$ cat src/rtl/spi_frame_rx.sv
// spi_frame_rx: serial frame receiver in front of the Mandelbrot pixel core.
// It brings the SPI master's spi_clk/spi_en/spi_data into the clk domain and
// assembles each complete frame into one complex coordinate (c_re, c_im).
// The frame is then offered on a valid/ready handshake with a single holding
// register, and a frame lost to back-pressure is flagged on overrun.
// Optional feature macro: SPI_RX_PARITY_EN. When it is defined, each frame
// carries one trailing even-parity bit, and a bad frame pulses parity_err.
module spi_frame_rx #(
    parameter int FRAME_W = 64
) (
    input  logic                   clk,
    input  logic                   nrst,
    input  logic                   spi_clk,
    input  logic                   spi_en,
    input  logic                   spi_data,
    input  logic                   frame_ready,
    output logic                   frame_valid,
    output logic [FRAME_W/2-1:0]   c_re,
    output logic [FRAME_W/2-1:0]   c_im,
    output logic                   busy,
    output logic                   overrun,
    output logic                   parity_err
);

    localparam int HALF_W = FRAME_W / 2;
`ifdef SPI_RX_PARITY_EN
    localparam int LEN = FRAME_W + 1;
`else
    localparam int LEN = FRAME_W;
`endif
    localparam int CNT_W = $clog2(FRAME_W + 2);
    localparam logic [CNT_W-1:0] LAST_CNT = CNT_W'(LEN - 1);

    typedef enum logic [1:0] {
        ST_IDLE  = 2'd0,
        ST_SHIFT = 2'd1,
        ST_DONE  = 2'd2
    } state_t;

`ifdef SPI_RX_PARITY_EN
    // A frame is good when the XOR of all its bits, including parity, is zero.
    function automatic logic even_parity_ok(input logic [LEN-1:0] bits);
        return (^bits) == 1'b0;
    endfunction
`endif

    logic [2:0]       sclk_r;
    logic [1:0]       sen_r;
    logic [1:0]       sdat_r;
    state_t           state_r;
    state_t           state_nx;
    logic [CNT_W-1:0] cnt_r;
    logic [CNT_W-1:0] cnt_nx;
    logic [LEN-1:0]   shift_r;
    logic [LEN-1:0]   shift_nx;
    logic             loaded_r;
    logic             valid_r;
    logic             valid_nx;
    logic [HALF_W-1:0] re_r;
    logic [HALF_W-1:0] re_nx;
    logic [HALF_W-1:0] im_r;
    logic [HALF_W-1:0] im_nx;
    logic             busy_r;
    logic             ovr_r;
    logic             ovr_nx;
    logic             perr_r;
    logic             perr_nx;

    logic             rise_s;
    logic             en_s;
    logic             dat_s;
    logic             load_s;
    logic             parity_bad_s;
    logic [FRAME_W-1:0] payload_s;

    assign rise_s    = sclk_r[1] & ~sclk_r[2];
    assign en_s      = sen_r[1];
    assign dat_s     = sdat_r[1];
    // The completed frame is loaded once, in the first cycle spent in DONE.
    assign load_s    = (state_r == ST_DONE) & ~loaded_r;
    // The parity bit, when present, is the LSB and is not part of the payload.
    assign payload_s = shift_r[LEN-1 -: FRAME_W];
`ifdef SPI_RX_PARITY_EN
    assign parity_bad_s = load_s & ~even_parity_ok(shift_r);
`else
    assign parity_bad_s = 1'b0;
`endif

    // Two-flop synchronizers, plus a third spi_clk flop for rising-edge detection.
    always_ff @(posedge clk or negedge nrst) begin
        if (!nrst) begin
            sclk_r <= 3'b000;
            sen_r  <= 2'b00;
            sdat_r <= 2'b00;
        end else begin
            sclk_r <= {sclk_r[1:0], spi_clk};
            sen_r  <= {sen_r[0], spi_en};
            sdat_r <= {sdat_r[0], spi_data};
        end
    end

    // Receive FSM state, bit counter, shift register and the load-once marker.
    always_ff @(posedge clk or negedge nrst) begin
        if (!nrst) begin
            state_r  <= ST_IDLE;
            cnt_r    <= {CNT_W{1'b0}};
            shift_r  <= {LEN{1'b0}};
            loaded_r <= 1'b0;
        end else begin
            state_r  <= state_nx;
            cnt_r    <= cnt_nx;
            shift_r  <= shift_nx;
            loaded_r <= (state_r == ST_DONE);
        end
    end

    // Next-state logic: shift on detected edges, abort on early spi_en drop.
    always_comb begin
        state_nx = state_r;
        cnt_nx   = cnt_r;
        shift_nx = shift_r;
        case (state_r)
            ST_IDLE: begin
                cnt_nx   = {CNT_W{1'b0}};
                shift_nx = {LEN{1'b0}};
                if (en_s) begin
                    state_nx = ST_SHIFT;
                end else begin
                    state_nx = ST_IDLE;
                end
            end
            ST_SHIFT: begin
                if (!en_s) begin
                    state_nx = ST_IDLE;
                    cnt_nx   = {CNT_W{1'b0}};
                end else if (rise_s) begin
                    shift_nx = {shift_r[LEN-2:0], dat_s};
                    cnt_nx   = cnt_r + CNT_W'(1);
                    if (cnt_r == LAST_CNT) begin
                        state_nx = ST_DONE;
                    end else begin
                        state_nx = ST_SHIFT;
                    end
                end else begin
                    state_nx = ST_SHIFT;
                end
            end
            ST_DONE: begin
                if (!en_s) begin
                    state_nx = ST_IDLE;
                end else begin
                    state_nx = ST_DONE;
                end
            end
            default: begin
                state_nx = ST_IDLE;
                cnt_nx   = {CNT_W{1'b0}};
                shift_nx = {LEN{1'b0}};
            end
        endcase
    end

    // Holding register: load, drop with overrun/parity flag, or consume.
    always_comb begin
        valid_nx = valid_r;
        re_nx    = re_r;
        im_nx    = im_r;
        ovr_nx   = 1'b0;
        perr_nx  = 1'b0;
        if (parity_bad_s) begin
            perr_nx  = 1'b1;
            valid_nx = valid_r & ~frame_ready;
        end else if (load_s) begin
            if (!valid_r || frame_ready) begin
                valid_nx = 1'b1;
                re_nx    = payload_s[FRAME_W-1:HALF_W];
                im_nx    = payload_s[HALF_W-1:0];
            end else begin
                ovr_nx   = 1'b1;
            end
        end else if (valid_r && frame_ready) begin
            valid_nx = 1'b0;
        end else begin
            valid_nx = valid_r;
        end
    end

    // Registered outputs.
    always_ff @(posedge clk or negedge nrst) begin
        if (!nrst) begin
            valid_r <= 1'b0;
            re_r    <= {HALF_W{1'b0}};
            im_r    <= {HALF_W{1'b0}};
            busy_r  <= 1'b0;
            ovr_r   <= 1'b0;
            perr_r  <= 1'b0;
        end else begin
            valid_r <= valid_nx;
            re_r    <= re_nx;
            im_r    <= im_nx;
            busy_r  <= (state_nx == ST_SHIFT);
            ovr_r   <= ovr_nx;
            perr_r  <= perr_nx;
        end
    end

    assign frame_valid = valid_r;
    assign c_re        = re_r;
    assign c_im        = im_r;
    assign busy        = busy_r;
    assign overrun     = ovr_r;
    assign parity_err  = perr_r;

endmodule

$ cat config.mk
export PLATFORM = sky130hd
export DESIGN_NAME = spi_frame_rx
export DESIGN_NICKNAME = d
export VERILOG_FILES = /design/src/rtl/spi_frame_rx.sv
export SDC_FILE = /design/constraint.sdc
export NUM_CORES = 1
export LEC_CHECK = 0
export ABC_AREA = 1
export CAP_MARGIN = 40
export CORE_ASPECT_RATIO = 2
export CORE_MARGIN = 5
export CORE_UTILIZATION = 45
export CTS_CLUSTER_DIAMETER = 150
export DETAILED_ROUTE_END_ITERATION = 8
export DONT_BUFFER_PORTS = 1
export GPL_ROUTABILITY_DRIVEN = 0
export PLACE_DENSITY = 0.63
export SLEW_MARGIN = 20
export SYNTH_ARGS = -nofsm -noshare
export SYNTH_HDL_FRONTEND = slang
export SYNTH_SLANG_ARGS = --single-unit
export TNS_END_PERCENT = 20
$ cat constraint.sdc
create_clock -name clk -period 1.8 [get_ports clk]
set_clock_uncertainty 0.15 [all_clocks]
set_input_delay 0.27 -clock clk [delete_from_list [all_inputs] [get_ports clk]]
set_output_delay 0.27 -clock clk [all_outputs]
set_load 0.05 [all_outputs]
==> flow_summary.json, run 1 <==
{
  "hold_ws_ps": -589,
  "ys.flop_type": "dfrtp_1",
  "clock_sinks": 148,
  "worst_pin_slew_ps": 532,
  "max_clock_freq_mhz": 621,
  "cts_tree": "yes",
  "arrival_ps": 1750,
  "grt.met3_usage_pct": 4.16,
  "die_x_um": 88.9,
  "endpoint_kind": "flop",
  "status": "finished with violations",
  "ys_ff_latch": 148,
  "drc_errors": 0,
  "reg2reg_slack_ps": 190,
  "slew_viol_final": 0,
  "power_density_nw_per_um2": 1080,
  "die_y_um": 168,
  "critPathLaunchType": "flop",
  "antenna_left": 0,
  "max_slew_margin_pct": 64.6,
  "avgSynthCellArea_sq_um": 11.1,
  "path_clk_slew_ps": 60,
  "ios": 74,
  "detail_route.wl_per_cell_um": 15.6,
  "grt_antenna_before_repair": 0,
  "utilization_pct": 51.9,
  "drv_cap": 0,
  "fin_crit_ps": 1610,
  "io_buffers": 0,
  "violations": "hold timing",
  "synth_warnings": 0,
  "rsz0062_at_grt": "false",
  "die_area_sq_um": 14900,
  "setup_violations": 0,
  "synth_edf_count": 0,
  "syn_area_sq_um": 5600,
  "yosysSeqAreaShare_pct": 66.1,
  "ir_worst_vdd_uv": 746,
  "grt_pass1_wl_um": 17600,
  "period_share_pct": 89.5,
  "async_flop_share_pct": 100,
  "cts_buffers": 17,
  "ys_types": 24,
  "htreeDepth": 4,
  "track_usage_pct": 15.0,
  "fin_nets": 516,
  "postCtsHoldBufs": 4,
  "critPathKind": "reg -> reg",
  "n_antenna_cell": 0,
  "drt-pass1-iter-count": 4,
  "drt_iter0_drc": 142,
  "root_buffer": "clkbuf_16",
  "fp-row-count": 57,
  "grt_use_met1_pct": 16.9,
  "grt_pass1_vias": 3565,
  "syn_inst": 505,
  "cp.required_ps": 1940,
  "cts_buffer_depth": 2,
  "synth_nets": 512,
  "finalHoldViolations": 148,
  "grtUsageMet2_pct": 26.2,
  "clk_latency_ps": 410,
  "wl_um": 10400,
  "area_growth_syn_to_layout_pct": 13.0,
  "power.leakage_uw": 0.00284,
  "tns_ps": 0,
  "vias_per_cell": 5.14,
  "fp.coreArea_sq_um": 12200,
  "hold_class": "in -> async",
  "fillers": 1059,
  "start_util_pct": 45.9,
  "final_layout_size_suffix_gt1_share_pct": 17.4,
  "dr_total_vias": 3438,
  "grt_start_max_net_pins": 149,
  "cp_max_fo": 65,
  "busiest_layer": "met2",
  "hpwlAfterDp_um": 6760,
  "grt-ovfl-total": 0
}
## where the power goes
group | internal [uW] | leakage (uW) | switching, uW
registers | 3340 | 0.00205 | 12.8
clock network | 1950 | 0.000273 | 1440
logic | 36.3 | 0.000515 | 61.6
## worst max-delay path: stages, from the launching register on
cell and delay (ps):
dfrtp_1 430, nor2_4 160, inv_2 70, nor2_1 160, nand2_4 100, buf_12 210
nand2_1 110, o21ai_2 60
## per-layer routing
layer | vias up | wire length (um) | share of wire (%)
li1 | 1674 | - | -
met1 | 1684 | 4070 | 39
met2 | 69 | 5730 | 55
met3 | 11 | 468 | 4.5
met4 | 0 | 159 | 1.5
met5 | - | 0 | 0
## what timing repair did
action / CTS / global route
hold endpoints to repair: 153 / 148
resized for setup: 0 / 0
setup buffers: 0 / 0
## state kept, by name, indices dropped and copies added, names as in the netlist
signal,count
overrun,1
payload_s,64
busy,1
state_r,2
loaded_r,1
frame_valid,1
c_re,32
sdat_r,2
cnt_r,7
sen_r,2
c_im,32
sclk_r,3
## placed cells by master (no fill, tap or decap), drive strengths merged
cell and instances:
clkinv 2, nand3 9, nand4 4, o22ai 63, bufinv 1, ha 1
inv 83, nand2 89, xor2 1, or2 1, conb 1, dfrtp 148
clkinvlp 4, nor3 2, buf 10, dlygate4sd3 4, nor2 9, clkbuf 17
o21ai 71, a21oi 2
## worst paths after layout
path | startpoint | to | cells after the start
setup reg to reg | state_r[0] | c_im[27] | 7
setup / recovery | state_r[0] | c_im[27] | 7
hold / removal | nrst | cnt_r[1] | 0
max in group asynchronous | nrst | c_im[5] | 0
hold reg to reg | sdat_r[0] | sdat_r[1] | 0
min in group clk | sdat_r[0] | sdat_r[1] | 0
## layout make-up
| type | count | area (sq um) | share of cell area [%] |
|---|---|---|---|
| timing repair buffer | 14 | 178 | 2.81 |
| tap | 147 | 184 | 2.90 |
| multi-input combinational | 253 | 1410 | 22.3 |
| clock buffer | 17 | 425 | 6.72 |
| clock inverter | 15 | 148 | 2.33 |
| inverter | 75 | 282 | 4.44 |
| sequential | 148 | 3700 | 58.5 |
## kinds of logic (layout without fill, tap and decap cells)
logic type | after synthesis | after routing | share of synthesized area [%]
other cells | 1 | 1 | 0.0669
buf+inv | 104 | 121 | 8.89
flops | 148 | 148 | 66.1
xor+xnor | 1 | 1 | 0.156
compound gates | 136 | 136 | 16.2
simple gates | 114 | 114 | 8.33
fa+ha+maj | 1 | 1 | 0.223
## through the flow
stage          instance area (sq um)  cells  power, uW  worst slack (ps)
6_report                        6330    669       6830               189
5_1_grt                         6330    669       7100              40.4
4_1_cts                         6330    669       6940               176
3_5_place_dp                    5720    633       3500               198
3_3_place_gp                    5720    633       3500               221
2_1_floorplan                   5600    505       3480               242
## Yosys cell counts, types with 2 or more instances
master / instances / share of area [%]
inv_1: 72 / 4.8
o22ai_1: 63 / 7.0
buf_6: 11 / 2.2
buf_4: 3 / 0.40
o21ai_0: 6 / 0.54
dfrtp_1: 148 / 66
nor3_1: 2 / 0.18
nand3_1: 9 / 0.80
o21ai_2: 40 / 6.3
nor2_1: 7 / 0.47
o21ai_1: 25 / 2.2
nand4_1: 4 / 0.45
inv_2: 3 / 0.20
clkbuf_1: 4 / 0.27
buf_2: 11 / 0.98
a21oi_1: 2 / 0.18
nand2_1: 88 / 5.9
Power figures use the tool's default switching activity.
==> run 2, diff against run 1 <==
- GPL_TIMING_DRIVEN: default -> 0
==> run 2 against run 1 <==
  * The run still ends with hold timing left
  * Routed wire length up 5.4%
  * Combinational power down 3.0%
  * First-iteration DRC count down 11%
  * Non-clock buffer count up 19
  * Final area up 3.1%
  * Setup slack worse by 42 ps
  * Final cell count up 2.7%
  * Total power up 11%
  * Critical endpoint is now c_re[23]
  * Largest power group unchanged
==> flow_summary.json, run 2 (synthesis results as in run 1) <==
{
  "drv_cap": 0,
  "worst_pin_slew_ps": 580,
  "regArea_sq_um": 3700,
  "path_clk_slew_ps": 60,
  "cpLargestDelayFamily": "buffers and inverters",
  "area_growth_syn_to_layout_pct": 16.5,
  "crit_buf_inv": 4,
  "clk_latency_ps": 400,
  "cp_max_fo": 10,
  "n_antenna_cell": 0,
  "clock_sinks": 148,
  "pwr-share-seq_pct": 44.4,
  "critPathKind": "reg -> reg",
  "antenna_left": 0,
  "drt-pass1-iter-count": 4,
  "power.leakage_uw": 0.00294,
  "dp_slack_ps": -18.0,
  "largest_reg_flops": 64,
  "start_util_pct": 45.9,
  "slew_viol_final": 0,
  "r2r_cells": 9,
  "cts_buffer_depth": 2,
  "period_share_pct": 91.8,
  "grt_antenna_before_repair": 0,
  "io_buffers": 0,
  "cp-startpoint": "state_r[1]",
  "fp.coreArea_sq_um": 12200,
  "wl_um": 11000,
  "endpoint_kind": "flop",
  "grt_pass1_vias": 3742,
  "cts_tree": "yes",
  "status": "finished with violations",
  "vias_per_cell": 5.14,
  "r2r_end": "c_re[23]",
  "postCtsHoldBufs": 4,
  "p_clk_share_pct": 54.4,
  "ir_worst_vdd_uv": 671,
  "track_usage_pct": 16.1,
  "hpwlAfterDp_um": 7470,
  "power_density_nw_per_um2": 1160,
  "detail_route.wl_per_cell_um": 16.0,
  "max_clock_freq_mhz": 605,
  "r2r_start": "state_r[1]",
  "dr_total_vias": 3530,
  "fin_ws_ps": 147,
  "swShare_pct": 18.5,
  "slowest_stage": "dfrtp_1",
  "finalHoldViolations": 148,
  "max_stage_delay_ps": 390,
  "die_area_sq_um": 14900,
  "fp-row-count": 57,
  "fin_nets": 535,
  "fin_crit_ps": 1650,
  "grt-ovfl-total": 0,
  "critPathLaunchType": "flop",
  "htreeDepth": 4,
  "tns_ps": 0,
  "cp.required_ps": 1930,
  "root_buffer": "clkbuf_16",
  "ios": 74,
  "setup_violations": 0,
  "multi_input_area_sq_um": 1400,
  "hold_ws_ps": -591,
  "final_layout_size_suffix_gt1_share_pct": 19.3,
  "hold_class": "in -> async",
  "pwr-share-comb_pct": 1.3,
  "grt_start_max_net_pins": 149,
  "drc_errors": 0,
  "die_y_um": 168,
  "violations": "hold timing",
  "layout_common_cells": "dfrtp_1, nand2_1, inv_1",
  "fillers": 1046,
  "grt_pass1_wl_um": 18600,
  "max_slew_margin_pct": 61.0,
  "layout_commonest_cell": "dfrtp_1",
  "post_cts_buffers": 0,
  "reg2reg_slack_ps": 150,
  "drt_iter0_drc": 127,
  "p_switching_uw": 1400,
  "internal-power_uw": 6150,
  "cts_buffers": 17,
  "path_cells": "inv_2 > nor2_4 > inv_2 > nor2_1 > nand2_1 > buf_6 > buf_2 > nand2_1 > o21ai_1",
  "arrival_ps": 1780,
  "rsz0062_at_grt": "false",
  "die_x_um": 88.9
}
==> run 2: what timing repair did <==
action / CTS / global route
resized for setup: 2 / 1
pin swaps: 0 / 0
hold endpoints to repair: 153 / 148
setup endpoints to repair: 21 / 1
==> run 2: routing by layer <==
metal | share of wire, % | wire length [um] | track usage [%] | up-vias
met5 | 0 | 0 | 0 | -
met4 | 1.9 | 212 | 5.72 | 0
met3 | 5.9 | 650 | 5.18 | 18
met2 | 55 | 6000 | 27.7 | 76
met1 | 38 | 4130 | 18.2 | 1728
li1 | - | - | - | 1708
==> run 2: per-stage QoR <==
stage / instances / utilization [%] / total power (uW) / instance area, sq um
finish: 687 / 53.5 / 7550 / 6530
CTS: 687 / 53.5 / 7640 / 6530
floorplan: 505 / - / 3480 / 5600
global route: 687 / 53.5 / 7790 / 6530
global placement: 652 / 47.5 / 3500 / 5790
detailed placement: 652 / 47.5 / 3500 / 5790
==> run 2: how the worst max path moves through the flow <==
stage	endpoint	slack [ps]	cells after the start
detailed placement	c_re[27]	-20	4
global route	c_re[25]	10	9
floorplan	c_im[13]	240	6
global placement	c_re[23]	-5	4
CTS	c_re[1]	120	9
finish	c_re[23]	150	9
==> run 2: area by class of cell <==
| class | count | area share [%] |
|---|---|---|
| sequential | 148 | 56.8 |
| multi-input combinational | 253 | 21.5 |
| inverter | 75 | 4.31 |
| buffer | 29 | 3.37 |
| clock inverter | 12 | 3.87 |
| tap | 147 | 2.82 |
| timing repair buffer | 4 | 0.613 |
| clock buffer | 19 | 6.79 |
==> run 2: power groups by stage <==
| stage | sequential [uW] | clock, uW | combinational, uW |
|---|---|---|---|
| after floorplan | 3410 | 0 | 68.1 |
| after global placement | 3410 | 0 | 85.6 |
| after detailed placement | 3410 | 0 | 87.8 |
| after CTS | 3350 | 4190 | 95.4 |
| after global routing | 3350 | 4330 | 105 |
| final | 3350 | 4100 | 94.9 |
==> run 3, diff against run 2 <==
- GPL_ROUTABILITY_DRIVEN: 0 -> default
- GPL_TIMING_DRIVEN: 0 -> default
==> results of run 3 <==
The final DEF is identical to that of run 1; final timing and power are the same.
